--- config.mk ---
export PLATFORM = sky130hd
export DESIGN_NAME = mem_exec_unit
export DESIGN_NICKNAME = d
export VERILOG_FILES = /design/src/rtl/mem_exec_unit.sv
export SDC_FILE = /design/constraint.sdc
export NUM_CORES = 1
export LEC_CHECK = 0
export ABC_AREA = 1
export CAP_MARGIN = 30
export CORE_AREA = 2 2 113 115
export DETAILED_ROUTE_END_ITERATION = 10
export DIE_AREA = 0 0 115 117
export PLACE_DENSITY = 0.78
export SKIP_CTS_REPAIR_TIMING = 1
export SKIP_LAST_GASP = 1
export SYNTH_ARGS = -nofsm -noshare
export SYNTH_HDL_FRONTEND = slang
export SYNTH_SLANG_ARGS = --single-unit
--- constraint.sdc ---
create_clock -name clk -period 4.25 [get_ports clk]
set_input_delay 0.6375 -clock clk [delete_from_list [all_inputs] [get_ports clk]]
set_output_delay 0.6375 -clock clk [all_outputs]
set_load 0.05 [all_outputs]
--- src/rtl/mem_exec_unit.sv ---
// ---------------------------------------------------------------------------
// mem_exec_unit
//   Single-entry load/store execution unit. It accepts one memory op from the
//   issue slot, performs a single data-memory handshake, and returns the
//   result over a writeback handshake. At most one op is in flight.
//   Misaligned (addr[1:0] != 0) ops skip the memory and write back a fault.
//
// Ports
//   clk, rst             clock, async active-high reset
//   i_issue_*            issue slot: valid, dest preg, addr, store data,
//                        read/write flags, ROB tag
//   o_mem_available      unit can take an issue this cycle
//   o_dmem_* / i_dmem_*  data-memory request (req/we/addr/wdata), ack+rdata
//   o_wb_* / i_wb_ready  writeback: valid, preg, data, reg_write, rob, exc
//   i_flush              squash everything in flight
// ---------------------------------------------------------------------------
module mem_exec_unit #(
   parameter  int NUM_PHYS_REGS = 64,
   localparam int PREG_BITS     = $clog2(NUM_PHYS_REGS)
) (
   input  logic                 clk,
   input  logic                 rst,
   input  logic                 i_issue_valid,
   input  logic [PREG_BITS-1:0] i_issue_prd,
   input  logic [31:0]          i_issue_addr,
   input  logic [31:0]          i_issue_data,
   input  logic                 i_issue_mem_write,
   input  logic                 i_issue_mem_read,
   input  logic [6:0]           i_issue_rob_idx,
   output logic                 o_mem_available,
   output logic                 o_dmem_req,
   output logic                 o_dmem_we,
   output logic [31:0]          o_dmem_addr,
   output logic [31:0]          o_dmem_wdata,
   input  logic                 i_dmem_ack,
   input  logic [31:0]          i_dmem_rdata,
   output logic                 o_wb_valid,
   input  logic                 i_wb_ready,
   output logic [PREG_BITS-1:0] o_wb_prd,
   output logic [31:0]          o_wb_data,
   output logic                 o_wb_reg_write,
   output logic [6:0]           o_wb_rob_idx,
   output logic                 o_wb_exc,
   input  logic                 i_flush
);

   typedef enum logic [1:0] {
      S_IDLE = 2'd0,
      S_REQ  = 2'd1,
      S_WB   = 2'd2
   } state_t;

   state_t               r_state;
   logic                 r_squash;
   logic                 r_is_store;
   logic [PREG_BITS-1:0] r_prd;
   logic [31:0]          r_addr;
   logic [31:0]          r_wdata;
   logic [6:0]           r_rob_idx;
   logic                 r_dmem_req;
   logic                 r_wb_valid;
   logic [31:0]          r_wb_data;
   logic                 r_wb_reg_write;
   logic                 r_wb_exc;

   logic                 w_accept;
   logic                 w_aligned;
   logic                 w_discard;

   assign o_mem_available = (r_state == S_IDLE) && !i_flush;
   assign w_accept  = o_mem_available && i_issue_valid &&
                      (i_issue_mem_read || i_issue_mem_write);
   assign w_aligned = (i_issue_addr[1:0] == 2'b00);
   // A flush arriving in the same cycle as the ack squashes that ack too.
   assign w_discard = r_squash || i_flush;

   always_ff @(posedge clk or posedge rst) begin
      if (rst) begin
         r_state        <= S_IDLE;
         r_squash       <= 1'b0;
         r_is_store     <= 1'b0;
         r_prd          <= '0;
         r_addr         <= '0;
         r_wdata        <= '0;
         r_rob_idx      <= '0;
         r_dmem_req     <= 1'b0;
         r_wb_valid     <= 1'b0;
         r_wb_data      <= '0;
         r_wb_reg_write <= 1'b0;
         r_wb_exc       <= 1'b0;
      end else begin
         case (r_state)
            S_IDLE: begin
               if (w_accept) begin
                  r_prd      <= i_issue_prd;
                  r_addr     <= i_issue_addr;
                  r_wdata    <= i_issue_data;
                  r_rob_idx  <= i_issue_rob_idx;
                  // read+write together behaves as a store
                  r_is_store <= i_issue_mem_write;
                  if (w_aligned) begin
                     r_state    <= S_REQ;
                     r_dmem_req <= 1'b1;
                  end else begin
                     // fault goes straight to writeback, memory untouched
                     r_state        <= S_WB;
                     r_wb_valid     <= 1'b1;
                     r_wb_exc       <= 1'b1;
                     r_wb_reg_write <= 1'b0;
                     r_wb_data      <= '0;
                  end
               end
            end
            S_REQ: begin
               // the bus handshake is always completed, even when squashed
               if (i_flush)
                  r_squash <= 1'b1;
               if (i_dmem_ack) begin
                  r_dmem_req <= 1'b0;
                  r_squash   <= 1'b0;
                  if (w_discard) begin
                     r_state <= S_IDLE;
                  end else begin
                     r_state        <= S_WB;
                     r_wb_valid     <= 1'b1;
                     r_wb_exc       <= 1'b0;
                     r_wb_reg_write <= !r_is_store;
                     r_wb_data      <= r_is_store ? 32'd0 : i_dmem_rdata;
                  end
               end
            end
            S_WB: begin
               // flush wins over a simultaneous wb_ready; the ROB drops it
               if (i_flush || i_wb_ready) begin
                  r_state    <= S_IDLE;
                  r_wb_valid <= 1'b0;
               end
            end
            default: begin
               r_state    <= S_IDLE;
               r_dmem_req <= 1'b0;
               r_wb_valid <= 1'b0;
               r_squash   <= 1'b0;
            end
         endcase
      end
   end

   assign o_dmem_req     = r_dmem_req;
   assign o_dmem_we      = r_is_store;
   assign o_dmem_addr    = r_addr;
   assign o_dmem_wdata   = r_wdata;
   assign o_wb_valid     = r_wb_valid;
   assign o_wb_prd       = r_prd;
   assign o_wb_data      = r_wb_data;
   assign o_wb_reg_write = r_wb_reg_write;
   assign o_wb_rob_idx   = r_rob_idx;
   assign o_wb_exc       = r_wb_exc;

endmodule

==> impl_metrics.toml, run 1 <==
[synth]
ys_warn_count = 0
synth_area_leaders = "dfrtp_1 59%, nand2_1 18%, nand3_1 11%"
synth_area_leader_cell = "dfrtp_1"
netlist_area_um2 = 4940
synth_nets = 681
yosysSeqAreaShare_pct = 59.3
synth_area_per_cell_um2 = 8.76
ys_seq_elements = 117
synthDistinctLibCells = 20
synthCells = 564
synth_top_area_share_pct = 59.3

[die]
die_h_um = 117
dieWidth_um = 115
rows = 41
initial_core_util_pct = 40.1
fp.dieArea_um2 = 13500
io_pins = 232
core_area_um2 = 12300

[final_layout]
finalNonFillerCells = 942
final_cell_mix = "233 x nand2_1, 231 x clkdlybuf4s50_1, 117 x dfrtp_1"
drive_above_1_share_pct = 5.93
synthToLayoutAreaGrowth_pct = 60.0
finalNetCount = 898
final_common_cell = "nand2_1"
antenna_cells = 0
fill_cells = 1031

[power_and_ir_drop]
ir_drop_mv = 0.436
p_leak_nw = 3.77
cellPowerDensity_nw_per_um2 = 886

[routing]
drc = 0
via_count = 4695
drt-wirelength-per-cell_um = 15.6
drt_iter0_markers = 459
antenna_left = 0
firstDrtPassIters = 6
wl_um = 14700
via_per_inst = 4.98

[sta]
relSlewSlack_pct = 44.8
fin_skew_ns = 0.0121
max_freq_ghz = 0.347
tightest_slew_ns = 0.828
period_share_pct = 67.8
tns_ns = 0
hold_viol = 0
fin_ws_ns = 1.37
setup_viol = 0
drv_slew = 0
grt_setup_unrepaired = "no"
post-route-min-period_ns = 2.88

[placement]
pre_cts_ws_ns = 1.36
gp_congestion = 0.752
place_inst = 912
portBuffers = 231
place_hpwl_um = 9700

[run_status]
status = "finished, final reports clean"

[clock_tree]
htree_levels = 4
clk_latency_ns = 0.40
cts_tree = "yes"
cts.path.max_buffers = 2
cts_buffers = 17
root_buffer = "clkbuf_16"
cts.sinks = 117
clkSlewWorstSetupHoldPaths_ns = 0.05

[hold_path]
min_to = "o_dmem_addr[15]"
min_path_type = "reg -> reg"
hold_start = "o_dmem_addr[15]"
hold_depth = 2

[setup_path]
cp_data_required_time_ns = 3.61
ff2ff_path_depth = 8
start_kind = "input port"
crit_fanout = 5
cp.arrival_ns = 2.24
rrSetupSlack_ns = 1.57
end_kind = "output port"
r2r-start = "r_state[1]"
r2r_end = "o_wb_data[30]"
worstSetupPathType = "in -> out"

[global_route]
grt_pass1_wl_um = 23000
grt_usage_pct = 21.7
grt_start_max_net_pins = 82
antenna_found_initial = 0
grt_pass1_vias = 4607
grt.overflow.total = 0

[job]
maxCapViolCount = 0
==> registers in the layout (all words and copies together) (netlist names) <==
signal / count
r_state: 2
o_dmem_addr: 32
o_wb_data: 32
o_wb_exc: 1
r_squash: 1
o_wb_rob_idx: 7
o_dmem_wdata: 32
o_wb_valid: 1
o_wb_reg_write: 1
o_dmem_req: 1
o_wb_prd: 6
o_dmem_we: 1
==> final cells by class <==
| cell class | count | area [um2] | share of cell area [%] |
|---|---|---|---|
| Multi-Input combinational cell | 398 | 1820 | 23.1 |
| Inverter | 9 | 36.3 | 0.459 |
| Tap cell | 150 | 188 | 2.37 |
| Clock buffer | 21 | 470 | 5.95 |
| Sequential cell | 117 | 2930 | 37.0 |
| Timing Repair Buffer | 238 | 2380 | 30.1 |
| Clock inverter | 9 | 80.1 | 1.01 |
==> through the flow <==
stage	utilization (%)	total power, mW	hold WS, ns	area (um2)
finish	64.2	7.00	0.466	7900
global route	64.2	7.34	0.481	7900
CTS	64.2	7.04	0.470	7900
detailed placement	59.7	5.70	0.457	7350
global placement	59.7	5.63	0.453	7350
floorplan	-	4.34	0.539	4940
==> Yosys cell counts <==
library cell and count:
a21oi_1 1, a21oi_4 1, buf_1 9, buf_2 8
clkbuf_1 23, dfrtp_1 117, inv_1 7, inv_2 2
nand2_1 233, nand2_2 3, nand2_4 1, nand3_1 111
nand4_1 1, nor2_1 8, nor2_2 1, nor2_4 1
nor3b_1 32, o21ai_0 3, o21bai_1 1, o31ai_4 1
==> how the worst max path moves through the flow <==
| stage | from | to | cells after the start |
|---|---|---|---|
| after floorplan | rst | o_dmem_addr[0] | 1 |
| after global placement | i_flush | o_mem_available | 3 |
| after detailed placement | i_flush | o_mem_available | 3 |
| after CTS | i_flush | o_mem_available | 3 |
| after global routing | i_flush | o_mem_available | 3 |
| final | i_flush | o_mem_available | 3 |
==> power by group <==
group,internal (mW),switching [mW]
clock network,0.838,0.484
registers,1.60,0.276
logic,1.15,2.65
==> worst max-delay path, cell delays in order <==
cell,delay (ns)
clkdlybuf4s50_1,0.55
nor2_4,0.22
clkdlybuf4s50_1,0.83
==> metal layers <==
metal / wire (um) / up-vias / global-route usage, % / part of all wire, %
met1: 6220 / 2198 / 28.3 / 42
met5: 0 / - / 0 / 0
met2: 6800 / 224 / 33.4 / 46
met3: 1410 / 23 / 7.88 / 9.6
li1: - / 2250 / - / -
met4: 250 / 0 / 8.19 / 1.7
==> kinds of logic (layout without fill, tap and decap cells) <==
logic type / after synthesis / count (layout) / synth area share (%)
buffers and inverters: 49 / 277 / 3.93
AOI/OAI and AO/OA: 7 / 7 / 1.32
DFF: 117 / 117 / 59.3
and+or+nand+nor: 391 / 391 / 35.5
Power figures use the tool's default switching activity.
==> inputs of run 2 (changes only) <==
- CORE_AREA: 2 2 113 115 -> 2 2 119 121
- DIE_AREA: 0 0 115 117 -> 0 0 121 123
- PLACE_DENSITY: 0.78 -> 0.74
- clock period: 4.25 -> 2.53 ns (I/O delays scaled with it)
==> run 2 against run 1 <==
  * Hold slack got worse by 0.020 ns
  * Core utilization fell by 5.7 points
  * Via count fell by 1.0%
  * Clock power rose by 66%
  * Wire length fell by 2.8%
  * Count of clock-buffer cells in the layout did not move
  * Sequential power rose by 70%
==> impl_metrics.toml, run 2 (synthesis gave the netlist of run 1 again) <==
[setup_path]
cp.arrival_ns = 1.67
max_stage_delay_ns = 0.55
crit_fanout = 77
worstSetupPathType = "in -> out"
cp_num_buf_inv = 3
end_kind = "output port"
crit_top_cell = "buf_12"
path_delay_family = "buffers and inverters"
start_kind = "input port"
cp_data_required_time_ns = 2.15
crit_slowest_cell = "clkdlybuf4s50_1"
path_cells = "clkdlybuf4s50_1 > nor2_4 > buf_12 > buf_12"

[final_layout]
final_common_cell = "nand2_1"
fin_util_pct = 58.5
finalNetCount = 899
antenna_cells = 0
synthToLayoutAreaGrowth_pct = 61.3
drive_above_1_share_pct = 6.08
final_cell_mix = "233 x nand2_1, 229 x clkdlybuf4s50_1, 117 x dfrtp_1"

[routing]
drt-wirelength-per-cell_um = 14.7
drc = 0
wl_um = 14300
drt_iter0_markers = 286
via_per_inst = 4.79
via_count = 4648
firstDrtPassIters = 4
antenna_left = 0

[global_route]
grt.overflow.total = 0
grt_pass1_wl_um = 22500
grt_pass1_vias = 4537
grt_usage_pct = 19.4
antenna_found_initial = 0
grt_start_max_net_pins = 118

[clock_tree]
htree_levels = 4
cts.path.max_buffers = 2
cts.sinks = 117
cts_buffers = 17
cts_tree = "yes"
clk_latency_ns = 0.41
root_buffer = "clkbuf_16"
clkSlewWorstSetupHoldPaths_ns = 0.05

[hold_path]
min_path_type = "in -> async"

[sta]
fin_ws_ns = 0.483
hold_viol = 0
grt_setup_unrepaired = "no"
drv_slew = 0
fin_skew_ns = 0.00488
tns_ns = 0
hold_ws_ns = 0.447
tightest_slew_ns = 0.810
setup_viol = 0
period_share_pct = 80.9
post-route-min-period_ns = 2.05
max_freq_ghz = 0.489
relSlewSlack_pct = 46.0

[power_and_ir_drop]
power_switching_share_pct = 48.3
p_leak_nw = 3.79
p_int_mw = 6.07
ir_drop_mv = 0.870
cellPowerDensity_nw_per_um2 = 1470
comb_power_share_pct = 54.2
p_switching_mw = 5.68
total_power_mw = 11.8
seq_power_share_pct = 27.2
clock_power_share_pct = 18.7

[placement]
gp_congestion = 0.776
pre_cts_ws_ns = 0.139
place_hpwl_um = 9460
portBuffers = 231

[die]
die_h_um = 123
io_pins = 232
fp.dieArea_um2 = 14900
initial_core_util_pct = 36.3
rows = 43
core_area_um2 = 13600
dieWidth_um = 121

[run_status]
status = "finished, final reports clean"

[job]
maxCapViolCount = 0
## run 2: cell types whose count changed in the layout (fill, tap and decap cells not counted)
cell / change
clkinvlp_4: -3
clkbuf_1: -1
inv_4: -1
clkinv_2: +1
clkdlybuf4s50_1: -2
buf_12: +3
clkbuf_8: +1
## run 2: area by class of cell
cell class / instances / area [um2]
clock inverter: 6 / 55.1
sequential: 117 / 2930
fill: 1177 / 5640
inverter: 9 / 37.5
tap: 180 / 225
clock buffer: 21 / 480
multi-input combinational: 398 / 1820
timing repair buffer: 239 / 2420
## run 2: path summary, 6_finish.rpt
path / cells past startpoint / startpoint / to / slack (ns)
max: 4 / i_flush / o_mem_available / 0.48
min: 3 / rst / o_dmem_addr[30] / 0.45
max reg2reg: 8 / r_state[0] / o_wb_data[4] / 0.57
min reg2reg: 2 / o_dmem_addr[26] / o_dmem_addr[26] / 0.47
max in group asynchronous: 3 / rst / o_dmem_wdata[6] / 1.51
min in group clk: 2 / o_dmem_addr[26] / o_dmem_addr[26] / 0.47
## run 2: per-stage QoR
stage          instances  instance area (um2)
2_1_floorplan        564                 4940
3_3_place_gp         943                 7430
3_5_place_dp         943                 7430
4_1_cts              970                 7970
5_1_grt              970                 7970
6_report             970                 7970
## run 2: layer usage
metal | vias up | share of wire (%) | track usage (%)
li1 | 2258 | - | -
met1 | 2162 | 42 | 24.2
met2 | 204 | 47 | 30.8
met3 | 24 | 8.6 | 7.47
met4 | 0 | 1.9 | 6.83
met5 | - | 0 | 0
## run 2: power groups by stage
stage | clock (mW) | sequential (mW) | combinational, mW
after floorplan | 0 | 5.96 | 1.34
after global placement | 0 | 3.18 | 6.33
after detailed placement | 0 | 3.19 | 6.41
after CTS | 2.25 | 3.19 | 6.42
after global routing | 2.32 | 3.30 | 6.71
final | 2.19 | 3.19 | 6.37
## run 2: worst reg2reg max path, stage by stage, from the launching register on
cell and delay [ns]:
dfrtp_1 0.42, inv_2 0.10, nand2_2 0.08, nor2_4 0.14
nand2_4 0.09, a21oi_4 0.27, nand2_2 0.46, nand2_1 0.21
nand2_1 0.08
==> inputs of run 3 (changes only) <==
- CORE_AREA: 2 2 119 121 -> 2 2 113 115
- DIE_AREA: 0 0 121 123 -> 0 0 115 117
- PLACE_DENSITY: 0.74 -> 0.78
- clock period: 2.53 -> 1.9 ns (I/O delays scaled with it)
==> run 3 against run 2 <==
  * Clock skew grew 0.0058 ns
  * Wire length is 10% higher
  * Total power grew 39%
  * Largest cell class unchanged
  * Die area decreased by 9.6%
  * Largest power group unchanged
  * Core utilization increased by 8.8 points
  * Sequential power increased by 33%
  * Global-route usage rose by 2.9 points
  * First-iteration DRC count rose by 99%
  * Non-clock buffer count increased by 11
==> impl_metrics.toml, run 3 (synthesis gave the netlist of run 1 again) <==
[setup_path]
cp_num_buf_inv = 1
start_kind = "flip-flop"
path_cells = "clkdlybuf4s50_1"
setup.worst_path.end = "o_dmem_wdata[29]"
max_stage_delay_ns = 0.81
crit_slowest_cell = "clkdlybuf4s50_1"
rrSetupSlack_ns = 0.21
cp.arrival_ns = 1.59
critPathLaunch = "o_dmem_wdata[29]"
crit_cells = 1
worstSetupPathType = "reg -> out"
end_kind = "output port"
r2r_end = "o_wb_data[1]"
ff2ff_path_depth = 8
r2r-start = "r_state[1]"
crit_fanout = 2
path_delay_family = "buffers and inverters"
cp_data_required_time_ns = 1.62

[global_route]
grt_start_max_net_pins = 82
use_met1_pct = 28.9
antenna_found_initial = 0
grt_pass1_vias = 4619
use_met2_pct = 35.3
grt.overflow.total = 0
met3_usage_pct = 6.69
grt-busiest-layer = "met2"
grt_pass1_wl_um = 23400
grt_usage_pct = 22.2

[routing]
firstDrtPassIters = 4
via_count = 4871
drt_iter0_markers = 569
drc = 0
via_per_inst = 5.10
drt-wirelength-per-cell_um = 16.4
wl_um = 15700
antenna_left = 0

[clock_tree]
root_buffer = "clkbuf_16"
clkSlewWorstSetupHoldPaths_ns = 0.06
htree_levels = 4
cts.path.max_buffers = 2
cts.sinks = 117
clk_latency_ns = 0.40
cts_buffers = 17
cts_tree = "yes"

[sta]
grt_setup_unrepaired = "no"
post-route-min-period_ns = 1.87
period_share_pct = 98.5
hold_ws_ns = 0.373
relSlewSlack_pct = 61.2
hold_viol = 0
drv_slew = 0
max_freq_ghz = 0.534
fin_skew_ns = 0.0107
tightest_slew_ns = 0.581
setup_viol = 0

[power_and_ir_drop]
p_int_mw = 8.46
total_power_mw = 16.3
p_switching_mw = 7.82
cellPowerDensity_nw_per_um2 = 1960
clock_power_share_pct = 20.1
seq_power_share_pct = 26.0
p_leak_nw = 4.58
power_switching_share_pct = 48.0
ir_drop_mv = 1.09
comb_power_share_pct = 53.9

[hold_path]
min_path_type = "in -> async"

[die]
dieWidth_um = 115
initial_core_util_pct = 40.1
fp.dieArea_um2 = 13500
io_pins = 232
die_h_um = 117
rows = 41
core_area_um2 = 12300

[final_layout]
finalNetCount = 910
synthToLayoutAreaGrowth_pct = 67.9
drive_above_1_share_pct = 7.94
final_common_cell = "nand2_1"
final_cell_mix = "233 x nand2_1, 178 x clkdlybuf4s50_1, 117 x dfrtp_1"
fill_cells = 932
antenna_cells = 0

[placement]
portBuffers = 231
gp_congestion = 0.840
place_hpwl_um = 10300

[job]
maxCapViolCount = 0

[run_status]
status = "finished, final reports clean"
## run 3: cell types whose count changed in the layout (fill, tap and decap cells not counted)
cell	previous run	this run
clkinv_2	5	3
clkdlybuf4s50_1	229	178
bufinv_16	1	3
clkbuf_1	0	1
clkbuf_16	17	19
clkinv_4	0	3
dlymetal6s2s_1	0	50
buf_12	4	8
clkinvlp_4	1	4
clkbuf_8	4	2
buf_4	6	12
## run 3: worst min path at each step
| stage | start | end | slack, ns |
|---|---|---|---|
| finish | rst | o_dmem_addr[24] | 0.37 |
| global route | rst | o_dmem_addr[0] | 0.38 |
| CTS | rst | o_dmem_addr[24] | 0.37 |
| detailed placement | o_dmem_addr[28] | o_dmem_addr[28] | 0.46 |
| global placement | o_dmem_addr[13] | o_dmem_addr[13] | 0.45 |
| floorplan | i_issue_addr[17] | o_dmem_addr[17] | 0.43 |
## run 3: cell type report
class / instances / area (um2) / share of cell area, %
Timing Repair Buffer: 250 / 2710 / 32.6
Multi-Input combinational cell: 398 / 1820 / 22.0
Clock buffer: 20 / 457 / 5.51
Clock inverter: 12 / 154 / 1.86
Inverter: 9 / 37.5 / 0.452
Tap cell: 150 / 188 / 2.26
Sequential cell: 117 / 2930 / 35.3
## run 3: metrics by stage
stage                     area (um2)  std cells  TNS [ns]  utilization, %  setup slack [ns]
after global routing            8300        956         0            67.4          0.000350
after floorplan                 4940        564         0               -             0.188
after detailed placement        7500        921         0            60.9            0.0327
after CTS                       8110        953   -0.0778            65.9           -0.0725
after global placement          7500        921         0            60.9            0.0582
final                           8300        956         0            67.4            0.0278
## run 3: power by group through the flow
| stage | Clock, mW | Combinational [mW] | Sequential [mW] |
|---|---|---|---|
| detailed placement | 0 | 8.71 | 4.23 |
| finish | 3.28 | 8.77 | 4.23 |
| CTS | 3.32 | 8.73 | 4.24 |
| global route | 3.47 | 9.21 | 4.35 |
| global placement | 0 | 8.58 | 4.21 |
| floorplan | 0 | 1.78 | 7.93 |
## run 3: metal layers
metal	share of wire [%]	routed length, um
met5	0	0
met4	1.1	176
met3	8.8	1380
met2	48	7590
met1	42	6550
